**config.mk**
```make
export PLATFORM = sky130hd
export DESIGN_NAME = compression_lane_arbiter
export DESIGN_NICKNAME = d
export VERILOG_FILES = /design/src/rtl/compression_lane_arbiter.sv
export SDC_FILE = /design/constraint.sdc
export NUM_CORES = 1
export LEC_CHECK = 0
export ABC_AREA = 1
export CAP_MARGIN = 20
export CORE_MARGIN = 1
export CORE_UTILIZATION = 61
export DETAILED_ROUTE_END_ITERATION = 8
export DONT_BUFFER_PORTS = 1
export GPL_TIMING_DRIVEN = 0
export PLACE_DENSITY = 0.78
export SLEW_MARGIN = 15
export SYNTH_ARGS = -nofsm -noshare
export SYNTH_HDL_FRONTEND = slang
export SYNTH_SLANG_ARGS = --single-unit
```
**constraint.sdc**
```tcl
create_clock -name clk_i -period 2.7 [get_ports clk_i]
set_clock_uncertainty 0.05 [all_clocks]
set_input_delay 0.27 -clock clk_i [delete_from_list [all_inputs] [get_ports clk_i]]
set_output_delay 0.27 -clock clk_i [all_outputs]
set_load 0.02 [all_outputs]
```
**src/rtl/compression_lane_arbiter.sv**
```systemverilog
// compression_lane_arbiter
// Round-robin arbiter that grants one of N compression lanes at a time and
// forwards its beats through a single registered output stage.
// Build option: COMPRESSION_ARB_BURST_LOCK_EN
//   defined   -> a grant is held until req_last or MAX_BURST beats
//   undefined -> a grant lasts exactly one beat (per-beat interleaving)
//
// state  | meaning
// -------+-----------------------------------------------------------
// IDLE   | no owner; arbitrate among valid lanes, load grant on exit
// BURST  | one lane owns the output; beats flow until the burst ends
module compression_lane_arbiter #(
    parameter int N         = 4,
    parameter int W         = 32,
    parameter int ID_W      = 2,
    parameter int MAX_BURST = 16
) (
    input  logic              clk_i,
    input  logic              reset_ni,
    input  logic [N-1:0]      req_valid_i,
    input  logic [N*W-1:0]    req_data_i,
    input  logic [N-1:0]      req_last_i,
    output logic [N-1:0]      req_ready_o,
    output logic              out_valid_o,
    output logic [W-1:0]      out_data_o,
    output logic              out_last_o,
    output logic [ID_W-1:0]   out_src_o,
    input  logic              out_ready_i,
    output logic [N-1:0]      grant_o,
    output logic              busy_o
);

    typedef enum logic {
        S_IDLE  = 1'b0,
        S_BURST = 1'b1
    } state_e;

    localparam logic [7:0]   BEAT_CAP  = 8'(MAX_BURST - 1);
    localparam logic [N-1:0] ONE_HOT_0 = N'(1);

    state_e            state_q, state_d;
    logic [N-1:0]      grant_q, grant_d;
    logic [ID_W-1:0]   gidx_q, gidx_d;
    logic [ID_W-1:0]   last_q, last_d;
    logic [7:0]        beat_cnt_q, beat_cnt_d;

    logic              out_valid_q, out_valid_d;
    logic [W-1:0]      out_data_q, out_data_d;
    logic              out_last_q, out_last_d;
    logic [ID_W-1:0]   out_src_q, out_src_d;

    logic              win_found;
    logic [ID_W-1:0]   win_idx;
    logic              out_slot_free;
    logic [N-1:0]      ready;
    logic              xfer;
    logic              burst_end;

    // The output slot can take a new beat when empty or draining this cycle.
    assign out_slot_free = ~out_valid_q | out_ready_i;
    assign ready         = grant_q & {N{out_slot_free}};
    assign xfer          = |(req_valid_i & ready);

`ifdef COMPRESSION_ARB_BURST_LOCK_EN
    assign burst_end = xfer & (req_last_i[gidx_q] | (beat_cnt_q == BEAT_CAP));
`else
    assign burst_end = xfer;
`endif

    // Round-robin search starting just after the previous winner.
    always_comb begin
        win_found = 1'b0;
        win_idx   = '0;
        for (int k = 1; k <= N; k++) begin
            if (!win_found && req_valid_i[(int'(last_q) + k) % N]) begin
                win_found = 1'b1;
                win_idx   = ID_W'((int'(last_q) + k) % N);
            end
        end
    end

    // Next-state logic for the grant FSM and its burst bookkeeping.
    always_comb begin
        state_d    = state_q;
        grant_d    = grant_q;
        gidx_d     = gidx_q;
        last_d     = last_q;
        beat_cnt_d = beat_cnt_q;
        case (state_q)
            S_IDLE: begin
                if (win_found) begin
                    state_d    = S_BURST;
                    grant_d    = ONE_HOT_0 << win_idx;
                    gidx_d     = win_idx;
                    beat_cnt_d = '0;
                end
            end
            S_BURST: begin
                if (xfer) begin
                    // Saturate so the counter never wraps, even when the cap is unused.
                    beat_cnt_d = (beat_cnt_q == BEAT_CAP) ? beat_cnt_q : beat_cnt_q + 8'd1;
                end
                if (burst_end) begin
                    state_d = S_IDLE;
                    grant_d = '0;
                    last_d  = gidx_q;
                end
            end
            default: begin
                state_d = S_IDLE;
                grant_d = '0;
            end
        endcase
    end

    // Output register: load on transfer, clear on drain, otherwise hold.
    always_comb begin
        out_valid_d = out_valid_q;
        out_data_d  = out_data_q;
        out_last_d  = out_last_q;
        out_src_d   = out_src_q;
        if (xfer) begin
            out_valid_d = 1'b1;
            out_data_d  = req_data_i[int'(gidx_q) * W +: W];
            out_last_d  = req_last_i[gidx_q];
            out_src_d   = gidx_q;
        end else if (out_valid_q && out_ready_i) begin
            out_valid_d = 1'b0;
        end
    end

    // State register; reset aborts any burst and drops a pending beat.
    always_ff @(posedge clk_i or negedge reset_ni) begin
        if (!reset_ni) begin
            state_q     <= S_IDLE;
            grant_q     <= '0;
            gidx_q      <= '0;
            last_q      <= ID_W'(N - 1);
            beat_cnt_q  <= '0;
            out_valid_q <= 1'b0;
            out_data_q  <= '0;
            out_last_q  <= 1'b0;
            out_src_q   <= '0;
        end else begin
            state_q     <= state_d;
            grant_q     <= grant_d;
            gidx_q      <= gidx_d;
            last_q      <= last_d;
            beat_cnt_q  <= beat_cnt_d;
            out_valid_q <= out_valid_d;
            out_data_q  <= out_data_d;
            out_last_q  <= out_last_d;
            out_src_q   <= out_src_d;
        end
    end

    assign req_ready_o = ready;
    assign out_valid_o = out_valid_q;
    assign out_data_o  = out_data_q;
    assign out_last_o  = out_last_q;
    assign out_src_o   = out_src_q;
    assign grant_o     = grant_q;
    assign busy_o      = (state_q == S_BURST);

endmodule

```
# Word-level counts from Yosys, hierarchy flattened
# Index checks and enable logic that the tools add are counted.
# Widths: inputs -> output; s select.
[totals]
inputBits = 139
register_bits = 45
wordCells = 76
out_inout_bits = 45
[op_classes]
bitwise = 9
shifts = 2
muxes = 30
n_lt_le_gt_ge = 5
n_reduce_logical = 16
n_eq_ne = 2
n_addsub = 4
[ops]
columns = ["op", "count"]
rows = [
  ["$shiftx 128x8->32", 1],
  ["$mux 1", 17],
  ["$lt 3x4->1 const B", 4],
  ["$bmux 1 s2", 5],
  ["$and 4x4->4", 2],
  ["$mux 2", 4],
  ["$mux 4", 2],
  ["$pmux 4 s2", 1],
  ["$reduce_or 2->1", 4],
  ["$reduce_and 2->1", 3],
  ["$add 2x1->2 const B", 2],
  ["$add 2x2->2 const B", 2],
  ["$and 1x1->1 const A", 4],
  ["$logic_and 1x1->1", 4],
  ["$reduce_or 4->1", 1],
  ["$shl 1x2->4 const A", 1],
  ["$logic_not 1->1", 3],
  ["$lt 2x3->1 const B", 1],
  ["$ne 2x1->1 const B", 1],
  ["$ne 2x2->1 const B", 1],
  ["$not 1->1", 2],
  ["$pmux 1 s2", 1],
  ["$reduce_bool 2->1", 1],
  ["$or 1x1->1", 1],
]

# Depth between registers and ports, before layout
[depth]
ltp_word = 19
mapped_depth = 13
ltp_nobuf = 12

# Worst setup path before layout
# Ideal clock, no wire load.
[synth_path]
kind = "reg2reg"
from = "register out_valid_q (netlist: out_valid_o)"
to = "register out_data_q[23] (netlist: out_data_o[23])"
path_stages_with_launch = 8
path_slack_ns = 0.960
arrival_time_ns = 1.548
setup_time_ns = 0.141
period_less_slack_ns = 1.740
required_ns = 2.509
n_path_buf = 1
cell_sequence = "dfrtp_1 -> inv_1 -> nor2_2 -> nor2_1 -> nand2_1 -> nand4_2 -> clkbuf_1 -> a31oi_1"
[synth_via]
elab_chain_cells = 5
[synth_rtl]
columns = ["element", "line", "rtl"]
rows = [
  ["start, declared", "47", "logic out_valid_q, out_valid_d;"],
  ["start signal, assigned", "150", "out_valid_q <= out_valid_d;"],
  ["$not 1->1", "60", "assign out_slot_free = ~out_valid_q | out_ready_i;"],
  ["$or 1x1->1", "60", ""],
  ["$and 4x4->4", "61", "assign ready = grant_q & {N{out_slot_free}};"],
  ["via req_ready_o[2]", "23", "output logic [N-1:0] req_ready_o,"],
  ["$and 4x4->4", "62", "assign xfer = |(req_valid_i & ready);"],
  ["$reduce_or 4->1", "62", ""],
  ["end signal, assigned", "151", "out_data_q <= out_data_d;"],
  ["end, declared", "48", "logic [W-1:0] out_data_q, out_data_d;"],
]
# The timed path passes the listed nets, and every way through them passes these cells.
# A chain may end at the register's enable or synchronous reset.

# Final worst setup path
[layout_path]
from = "register out_valid_q (netlist: out_valid_o)"
to = "register out_data_q[27] (netlist: out_data_o[27])"
# The elaborated chain is that of the path after synthesis.

==> results.md <==
- Nets@finish: 597
- Vias per cell: 5.83
- I/O Buffers: 0
- Die Ht: 72.1 um
- I/O pin count: 184
- Post-Syn Area: 3000 um^2
- Final WS setup: 0.649 ns
- TNS Setup: 0 ns
- Fillers: 427
- GR Layer Usage met2: 56.8%
- Setup crit end kind: register
- Initial Utilization: 63.4%
- DR iter-0 viols: 175
- Final non-filler cell total: 526
- Post-synth ARST share: 100%
- Clk sinks: 45
- Initial antenna violation count: 0
- Status: finished clean
- Proportion of layout cells with a drive suffix above 1: 11.5%
- Synth cell types: 28
- Syn Nets: 587
- Design area: 3240 um^2
- Critical Path Slowest Stage Cell: dfrtp_1
- CP Cell Sequence: inv_1 -> nor2_2 -> nor2_1 -> nand2_1 -> nand4_2 -> clkbuf_1 -> a31oi_1
- Max incr delay on CP: 0.46 ns
- Worst slew pin tran: 0.538 ns
- Total Routed Length: 8.38 mm
- Largest net degree at the start of global routing: 46
- DR pass1 iterations: 4
- Yosys reg bits: 45
- Ant diodes: 0
- Final setup fails: 0
- DP HPWL: 6.37 mm
- Total CTS buffers: 5
- HP Start: req_data_i[113]
- CTS HTree Levels: 2
- Routability cong.: 0.823
- Critical path class: reg -> reg
- Post-route DRC violation count: 0
- Synth area leaders: dfrtp_1 36%, nor2_1 15%, o21ai_0 12%
- Critical Path AT: 2.16 ns
- Required time of the critical path: 2.81 ns
- Yosys warnings: 0
- Hold Path Depth: 2
- Gate power share: 52.8%
- Die area: 5200 um^2
- Final Cycle Share: 76.0%
- Internal: 2090 uW
- Worst path buffer plus inverter count: 2
- Clock Path Buffers: 2
- Hold Crit Class: in -> reg
- R2R Setup Slk: 0.65 ns
- Share of power burned in registers: 35.5%
- Routed WL per cell: 15.9 um
- GR peak layer: met2
- Antenna viol nets, final: 0
- Count leader, synth: nor2_1
- Synth top cells by count: 120 x nor2_1, 88 x nand2_1, 70 x o21ai_0, 43 x dfrtp_1, 17 x o22ai_1
- Post_cts resized: 0
- CP delay by family, top: simple AND/OR/NAND/NOR gates
- Placed Cells: 515
- Maximum vdd drop: 0.000737 V
- GR Overflow Total: 0
- Worst relative slew slack: 64.2%
- Core area: 4720 um^2
- Post-synth top area cell: dfrtp_1
- Dpl ws: 0.662 ns
- Top_reg_cell synth: dfrtp_1
- First-pass GRT wire length: 13.1 mm
- Clock power share: 11.7%
- Leakage Power: 0.00149 uW
- Rows: 25
- WHS Endpoint: out_data_o[17]
- Placed instance area: 3080 um^2
- Total track usage: 33.0%
- Width of the die: 72.1 um
- Setup crit start kind: register
- CTS tree: yes
- Max Cap Violations: 0
- Fin. max-slew vios: 0
- Worst-Skew Late Latency: 0.31 ns
- Pwr dens: 1390 nW/um^2
- Reg2Reg Capture Point: out_data_o[27]
- Via count: 3066
- Hold buffers post-CTS: 3
- Root buf cell: clkbuf_8
- Clock transition at path regs: 0.09 ns
- CP Max Fanout: 10
- Area growth, synth to finish: 8.23%
- Psw: 2430 uW
- Post-synthesis cell count: 448
- Share of the synthesized area in the top cell type: 35.9%
- Mean Syn Cell Area: 6.69 um^2
- RSZ-0062 raised after global routing: no
- Worst Reg-to-Reg Cells: 7
- Met3 global-route usage: 10.6%
- Number of synthesized flops with an enable pin: 0
- M1 GR Usage: 38.3%
- Worst flop-to-flop path startpoint: out_valid_o
- Post-route minimum period: 2.05 ns
- Final Hold Fails: 0
- Sw Ratio: 53.8%
- Share of the yosys chip area belonging to registers: 37.7%
- Number of global-route vias before repair: 2825
- Setup Fix Bufs, Post-CTS: 0
- Fmax: 488 MHz
[placed cells by master, fill, tap and decap left out, types with 2 or more instances in the layout]
master and count:
o22ai_1 17, o21ai_0 70, nand2_2 7, clkbuf_1 15
dfstp_2 2, clkbuf_8 5, nand4_1 2, a31oi_1 16
inv_1 15, buf_2 12, o21ai_1 3, nand3_1 12
nor2_2 2, nor2_1 120, dlygate4sd3_1 2, nand2_1 88
nand2_4 8, dfrtp_1 43, buf_6 2, inv_2 4
[flip-flops by register name, summed over array words and instances (netlist names)]
name,flops
out_data_o,32
grant_o,4
gidx_q,2
last_q,2
out_src_o,2
busy_o,1
out_last_o,1
out_valid_o,1
[metal layers]
layer / vias to the layer above / wire [um]
met5: - / 0
met4: 0 / 147
met3: 15 / 827
met2: 156 / 4270
met1: 1412 / 3140
li1: 1483 / -
[worst reg2reg max path, cell delays in order, from the launching register on]
cell      delay, ns
dfrtp_1        0.46
inv_1          0.11
nor2_2         0.06
nor2_1         0.34
nand2_1        0.11
nand4_2        0.22
clkbuf_1       0.40
a31oi_1        0.15
[power groups by stage]
stage | Combinational, uW | Clock [uW] | Sequential (uW)
finish | 2390 | 528 | 1610
global route | 2710 | 560 | 1650
CTS | 2390 | 532 | 1610
detailed placement | 2360 | 0 | 1620
global placement | 2280 | 0 | 1610
floorplan | 1880 | 0 | 1530
[cell families (layout without fill, tap and decap cells)]
| family | Yosys count | after routing | synth area share [%] |
|---|---|---|---|
| simple gates | 243 | 243 | 34.9 |
| compound gates | 109 | 109 | 19.8 |
| buf+inv | 51 | 62 | 7.68 |
| flops | 45 | 45 | 37.7 |
[per-stage QoR]
stage	total power (uW)	util, %	hold slack (ns)
final	4520	68.7	0.150
after global routing	4920	68.7	0.156
after CTS	4520	68.7	0.147
after detailed placement	3980	65.2	-0.0748
after global placement	3890	65.2	-0.0748
after floorplan	3410	-	-0.0756
[area by class of cell]
type,instances,area [um^2],area share [%]
multi-input combinational,352,1640,50.5
sequential,45,1130,34.8
buffer,30,144,4.44
inverter,21,86.3,2.66
tap,67,83.8,2.58
clock buffer,5,68.8,2.12
timing repair buffer,3,47.5,1.47
clock inverter,3,46.3,1.43
[worst max-delay path by stage]
stage,start,depth (start not counted),endpoint,slack (ns)
after floorplan,out_valid_o,7,out_data_o[23],0.96
after global placement,out_valid_o,7,out_data_o[28],0.69
after detailed placement,out_valid_o,7,out_data_o[27],0.66
after CTS,out_valid_o,7,out_data_o[27],0.63
after global routing,out_valid_o,7,out_data_o[2],0.44
final,out_valid_o,7,out_data_o[27],0.65
Power figures use the tool's default switching activity.
